<file path="src/rtl/switch_mcu_pkg.sv">
// Shared definitions for the switch MCU execution units: opcodes, defaults and
// the writeback entry layout.
package switch_mcu_pkg;

  localparam int unsigned WADDR_W           = 5;
  localparam int unsigned XLEN_DEFAULT      = 32;
  localparam int unsigned PC_OFFSET_DEFAULT = 4;

  localparam logic [1:0] OP_LUI   = 2'd0;
  localparam logic [1:0] OP_AUIPC = 2'd1;
  localparam logic [1:0] OP_JAL   = 2'd2;
  localparam logic [1:0] OP_JALR  = 2'd3;

  // Writeback entry at the default width; wider cores build the same layout locally.
  typedef struct packed {
    logic [WADDR_W-1:0]      waddr;
    logic [XLEN_DEFAULT-1:0] wdata;
  } wb_entry_t;

endpackage

</file>
<file path="src/rtl/switch_mcu_wb_fifo.sv">
// Writeback FIFO: DEPTH entries, wrapping pointers, occupancy count and full flag.
// Pushes while full and pops while empty are ignored.
module switch_mcu_wb_fifo #(
  parameter int unsigned WIDTH = 37,
  parameter int unsigned DEPTH = 2
) (
  input  logic                         in_clk,
  input  logic                         in_rst,
  input  logic                         push,
  input  logic [WIDTH-1:0]             push_data,
  input  logic                         pop,
  output logic [$clog2(DEPTH+1)-1:0]   count,
  output logic                         full,
  output logic [WIDTH-1:0]             head
);

  localparam int unsigned PTR_W = (DEPTH > 1) ? $clog2(DEPTH) : 1;
  localparam int unsigned CNT_W = $clog2(DEPTH + 1);

  logic [WIDTH-1:0] mem [DEPTH];
  logic [PTR_W-1:0] rd_ptr;
  logic [PTR_W-1:0] wr_ptr;
  logic             do_push;
  logic             do_pop;

  function automatic logic [PTR_W-1:0] bump(input logic [PTR_W-1:0] p);
    return (p == PTR_W'(DEPTH - 1)) ? '0 : p + PTR_W'(1);
  endfunction

  assign full    = (count == CNT_W'(DEPTH));
  assign do_push = push && !full;
  assign do_pop  = pop && (count != '0);
  assign head    = mem[rd_ptr];

  always_ff @(posedge in_clk) begin
    if (!in_rst) begin
      rd_ptr <= '0;
      wr_ptr <= '0;
      count  <= '0;
    end else begin
      if (do_push) wr_ptr <= bump(wr_ptr);
      if (do_pop)  rd_ptr <= bump(rd_ptr);
      case ({do_push, do_pop})
        2'b10:   count <= count + CNT_W'(1);
        2'b01:   count <= count - CNT_W'(1);
        default: count <= count;
      endcase
    end
  end

  // Storage needs no reset: the head is only observed while count is non-zero.
  always_ff @(posedge in_clk) begin
    if (in_rst && do_push) mem[wr_ptr] <= push_data;
  end

endmodule

</file>
<file path="src/rtl/switch_mcu_alu_upper.sv">
// Upper-immediate / jump unit: LUI, AUIPC, JAL, JALR with a buffered writeback
// port and registered redirect / misalignment pulses.
module switch_mcu_alu_upper
  import switch_mcu_pkg::*;
#(
  parameter int unsigned XLEN        = 32,
  parameter int unsigned DEPTH       = 2,
  parameter int unsigned ISSUE_CYCLE = 1,
  parameter int unsigned PC_OFFSET   = PC_OFFSET_DEFAULT
) (
  input  logic               in_clk,
  input  logic               in_rst,
  input  logic [3:0]         in_cycle_cnt,
  input  logic               in_en,
  input  logic [1:0]         in_op,
  input  logic [XLEN-1:0]    in_pc_reg,
  input  logic [19:0]        in_imm_type_u,
  input  logic [20:0]        in_imm_type_j,
  input  logic [11:0]        in_imm_type_i,
  input  logic [XLEN-1:0]    in_rs1_data,
  input  logic [4:0]         in_rd,
  input  logic               in_wb_ready,
  output logic [4:0]         out_waddr,
  output logic               out_wen,
  output logic [XLEN-1:0]    out_wdata,
  output logic               out_jump_en,
  output logic [XLEN-1:0]    out_jump_addr,
  output logic               out_misalign,
  output logic               out_busy
);

  localparam int unsigned ENTRY_W = WADDR_W + XLEN;
  localparam int unsigned CNT_W   = $clog2(DEPTH + 1);

  typedef struct packed {
    logic [WADDR_W-1:0] waddr;
    logic [XLEN-1:0]    wdata;
  } entry_t;

  logic [XLEN-1:0]  pc;
  logic [XLEN-1:0]  imm_u;
  logic [XLEN-1:0]  imm_j;
  logic [XLEN-1:0]  imm_i;
  logic [XLEN-1:0]  result;
  logic [XLEN-1:0]  target;
  logic             is_jump;
  logic             misalign;
  logic             accept;
  logic             push;
  logic             pop;
  logic [CNT_W-1:0] count;
  logic             full;
  entry_t           push_entry;
  entry_t           head_entry;

  logic             jump_en_q;
  logic [XLEN-1:0]  jump_addr_q;
  logic             misalign_q;

  // Operand shaping and per-opcode result / target selection.
  always_comb begin
    pc      = in_pc_reg - XLEN'(PC_OFFSET);
    imm_u   = XLEN'($signed({in_imm_type_u, 12'h000}));
    imm_j   = XLEN'($signed(in_imm_type_j));
    imm_i   = XLEN'($signed(in_imm_type_i));
    result  = pc + XLEN'(4);
    target  = '0;
    is_jump = 1'b0;
    case (in_op)
      OP_LUI:   result = imm_u;
      OP_AUIPC: result = pc + imm_u;
      OP_JAL: begin
        is_jump = 1'b1;
        target  = pc + imm_j;
      end
      OP_JALR: begin
        is_jump = 1'b1;
        target  = (in_rs1_data + imm_i) & ~XLEN'(1);
      end
      default: ;
    endcase
  end

  assign misalign   = is_jump && target[1];
  assign accept     = in_en && (in_cycle_cnt == 4'(ISSUE_CYCLE)) && !full;
  assign push       = accept && (in_rd != '0) && !misalign;
  assign pop        = (count != '0) && in_wb_ready;
  assign push_entry = '{waddr: in_rd, wdata: result};

  switch_mcu_wb_fifo #(
    .WIDTH (ENTRY_W),
    .DEPTH (DEPTH)
  ) u_wb_fifo (
    .in_clk    (in_clk),
    .in_rst    (in_rst),
    .push      (push),
    .push_data (push_entry),
    .pop       (pop),
    .count     (count),
    .full      (full),
    .head      (head_entry)
  );

  // One-cycle redirect and fault pulses, independent of queue occupancy.
  always_ff @(posedge in_clk) begin
    if (!in_rst) begin
      jump_en_q   <= 1'b0;
      jump_addr_q <= '0;
      misalign_q  <= 1'b0;
    end else begin
      jump_en_q   <= accept && is_jump && !misalign;
      jump_addr_q <= (accept && is_jump && !misalign) ? target : '0;
      misalign_q  <= accept && misalign;
    end
  end

  assign out_wen       = (count != '0);
  assign out_waddr     = out_wen ? head_entry.waddr : '0;
  assign out_wdata     = out_wen ? head_entry.wdata : '0;
  assign out_busy      = full;
  assign out_jump_en   = jump_en_q;
  assign out_jump_addr = jump_addr_q;
  assign out_misalign  = misalign_q;

endmodule

</file>
<file path="config.mk">
export PLATFORM = sky130hd
export DESIGN_NAME = switch_mcu_alu_upper
export DESIGN_NICKNAME = d
export VERILOG_FILES = /design/src/rtl/switch_mcu_pkg.sv /design/src/rtl/switch_mcu_wb_fifo.sv /design/src/rtl/switch_mcu_alu_upper.sv
export SDC_FILE = /design/constraint.sdc
export NUM_CORES = 1
export LEC_CHECK = 0
export ABC_CLOCK_PERIOD_IN_PS = 5900
export CORE_ASPECT_RATIO = 2
export CORE_MARGIN = 5
export CORE_UTILIZATION = 28
export CTS_CLUSTER_SIZE = 10
export DETAILED_ROUTE_END_ITERATION = 8
export REMOVE_ABC_BUFFERS = 1
export SETUP_SLACK_MARGIN = 0.4
export SLEW_MARGIN = 20
export SYNTH_ARGS = -nofsm -noshare
export SYNTH_HDL_FRONTEND = slang
export SYNTH_SLANG_ARGS = --single-unit
</file>
<file path="constraint.sdc">
create_clock -name in_clk -period 5.9 [get_ports in_clk]
set_clock_uncertainty 0.1 [all_clocks]
set_input_delay 0.885 -clock in_clk [delete_from_list [all_inputs] [get_ports in_clk]]
set_output_delay 0.885 -clock in_clk [all_outputs]
set_load 0.01 [all_outputs]
</file>
==> reports/qor.yml <==
wl_per_cell_microns: 19.20
hold_class: "reg -> reg"
place_inst: 1800
final_max_slew_viol_count: 0
cts_root_buf: "clkbuf_16"
tightest_slew_ps: 794.6
die_w_microns: 144.8
grt_pass1_vias: 9776
grt_usage_pct: 17.19
die-area_sq_um: 40460
critPathLaunchType: "input port"
peakVddDrop_mv: 0.1873
chipHeight_microns: 279.5
cts_hold_buffers: 0
core_sq_um: 35800
critPathKind: "in -> reg"
syn-cell-area_sq_um: 10170
p_leak_nw: 5.116
numPortBuffers: 204
grt-ovfl-total: 0
finalSetupViolCount: 0
antenna_found_initial: 3
cts.reportedPaths.clkPinSlew_ps: 60
ys_ff_latch: 113
worst_setup_path_end_kind: "flip-flop"
fin_util_pct: 37.76
fillers: 3672
rows: 98
relSlewSlack_pct: 46.58
rrSetupSlack_ps: 3240
crit_fanout: 8
multi_input_area_sq_um: 6875
layout.cells.non_filler: 1840
clk-insertion-delay-late_ps: 440
ios: 205
worstPathRequired_ps: 6100
synth-edff-count: 74
rsz0062_at_grt: "false"
ys_seq_area_share_pct: 29.53
drive_above_1_share_pct: 8.927
grt_pass1_wl_microns: 53230
fin_crit_sh_pct: 89.45
cts_buffer_depth: 2
syn_to_final_growth_pct: 32.95
status: "completed"
fin_nets: 1603
drc: 0
drv_cap: 0
cts_buffers: 17
drt_iter0_drc: 536
fin_setup_tns_ps: 0
drt_pass1_iterations: 4
grt_max_degree: 64
synth_warnings: 0
hold_slack_ps: 421.9
final-seq-area_sq_um: 3004
p_per_area_nw_per_um2: 200.1
cts_max_level: 4
ys_types: 83
synth_ff_type: "edfxtp_1"
async_reset_ff_share_pct: 0
cp.arrival_ps: 5480
start_util_pct: 28.40
post-route-min-period_ps: 5278
synth.avg_cell_area_sq_um: 8.828
clock_sinks: 113
routabilityCongestion: 0.9565
syn_inst: 1152
ant_nets: 0
tritoncts: "built"
vias: 9352
hold_viol_final: 0
fmax_mhz: 189.5
vias_per_cell: 5.083
finalPower_mw: 2.706
routed_wl_microns: 35330
dp_hpwl_microns: 29110
cell families (layout without fill, tap and decap cells):
family | Yosys count | count (layout) | share of synthesized area (%)
AOI/OAI and AO/OA | 316 | 316 | 19.96
xor gates and xnor gates | 115 | 115 | 10.16
adders and majority gates | 95 | 95 | 11.91
buffers and inverters | 80 | 316 | 3.248
DFF | 113 | 113 | 29.53
muxes | 55 | 55 | 5.450
other | 1 | 2 | 0.03687
and+or+nand+nor | 377 | 378 | 19.71
registers in the layout, indices dropped and copies added, names as in the netlist, named ones only:
| name | flops |
|---|---|
| out_jump_en | 1 |
| u_wb_fifo.mem | 74 |
| u_wb_fifo.count | 2 |
| out_jump_addr | 32 |
| u_wb_fifo.wr_ptr | 1 |
| out_misalign | 1 |
| u_wb_fifo.rd_ptr | 1 |
repair_timing:
item	CTS	global route
resized for setup	0	3
setup buffers	0	6
endpoints found under the setup margin	0	12
final timing paths:
kind                            cells after the start                             from                              end
worst min-delay path                                2  u_wb_fifo.count[1]$_SDFFE_PN0P_  u_wb_fifo.count[1]$_SDFFE_PN0P_
worst max-delay path                               15                     in_pc_reg[5]     out_jump_addr[30]$_SDFF_PN0_
worst min register to register                      2  u_wb_fifo.count[1]$_SDFFE_PN0P_  u_wb_fifo.count[1]$_SDFFE_PN0P_
worst max register to register                      6  u_wb_fifo.count[0]$_SDFFE_PN0P_   u_wb_fifo.mem[1][26]$_DFFE_PP_
synth_stat cells, types with 4 or more instances:
| master | number | share of area [%] |
|---|---|---|
| nor3_1 | 15 | 0.74 |
| o21a_1 | 12 | 0.89 |
| nor4_1 | 6 | 0.37 |
| a21oi_1 | 92 | 4.5 |
| a31o_2 | 7 | 0.60 |
| mux2i_1 | 52 | 5.1 |
| or4_1 | 4 | 0.30 |
| o31a_1 | 6 | 0.52 |
| nand3b_1 | 4 | 0.30 |
| nor2_1 | 121 | 4.5 |
| ha_1 | 92 | 11 |
| a21o_1 | 27 | 2.0 |
| dfxtp_1 | 39 | 7.7 |
| or2_2 | 6 | 0.37 |
| nand4_1 | 19 | 1.2 |
| o22ai_1 | 11 | 0.68 |
| nand3_1 | 25 | 1.2 |
| o21ai_0 | 70 | 3.4 |
| and3_1 | 11 | 0.68 |
| nand2_1 | 88 | 3.2 |
| a31oi_1 | 15 | 0.92 |
| o41ai_1 | 4 | 0.34 |
| edfxtp_1 | 74 | 22 |
| and2_1 | 10 | 0.62 |
| a211oi_1 | 30 | 2.2 |
| xnor2_1 | 70 | 6.0 |
| inv_1 | 41 | 1.5 |
| nor2b_1 | 14 | 0.86 |
| nand4b_1 | 5 | 0.43 |
| o21bai_1 | 5 | 0.37 |
| xor2_1 | 43 | 3.7 |
| nor4_4 | 4 | 0.84 |
| nand2b_1 | 12 | 0.74 |
| o211ai_1 | 6 | 0.44 |
| buf_1 | 6 | 0.22 |
| or3_1 | 7 | 0.43 |
| clkbuf_1 | 24 | 0.89 |
per-layer routing:
layer | part of all wire (%) | vias up | global-route usage, %
met5 | 0.13 | - | 0
met4 | 5.6 | 6 | 8.858
met3 | 4.0 | 80 | 3.434
met2 | 56 | 213 | 33.55
met1 | 34 | 4337 | 16.22
li1 | - | 4716 | -
report_power, final:
part / leakage (nW) / internal (mW) / switching (mW)
sequential: 0.983 / 0.853 / 0.00392
combinational: 3.85 / 0.369 / 0.428
clock: 0.285 / 0.601 / 0.451
layout make-up:
cell class	count	share of cell area (%)
multi-input combinational	960	50.85
timing repair buffer	242	17.23
antenna	1	0.01851
clock inverter	15	1.203
sequential	113	22.22
tap	450	4.164
inverter	42	1.166
clock buffer	17	3.146
cell usage in the layout (no fill, tap or decap), types with 29 or more instances in the layout:
master	instances
xnor2_1	70
nor2_1	120
buf_4	37
xor2_1	42
a211oi_1	29
mux2i_1	52
nand2_1	88
edfxtp_1	74
o21ai_0	70
clkdlybuf4s50_1	202
a21oi_1	92
ha_1	92
dfxtp_1	38
inv_1	41
metrics by stage:
| stage | instance area, sq um | setup slack, ps |
|---|---|---|
| global placement | 12860 | 43.65 |
| floorplan | 9997 | 598.0 |
| detailed placement | 12860 | -19.67 |
| global route | 13520 | 430.1 |
| CTS | 13450 | 443.4 |
| finish | 13520 | 622.5 |
worst max-delay path: stages:
cell	delay, ps
clkdlybuf4s50_1	640
or4_4	660
or2_4	310
nor3_1	250
xor2_2	280
ha_1	360
a21oi_1	160
o21ai_0	160
a2111oi_1	500
nor2_1	180
a31oi_1	330
nor3_1	130
o31ai_1	300
mux2i_1	210
o211ai_1	100
No activity file was read; power rests on OpenSTA's default activity.
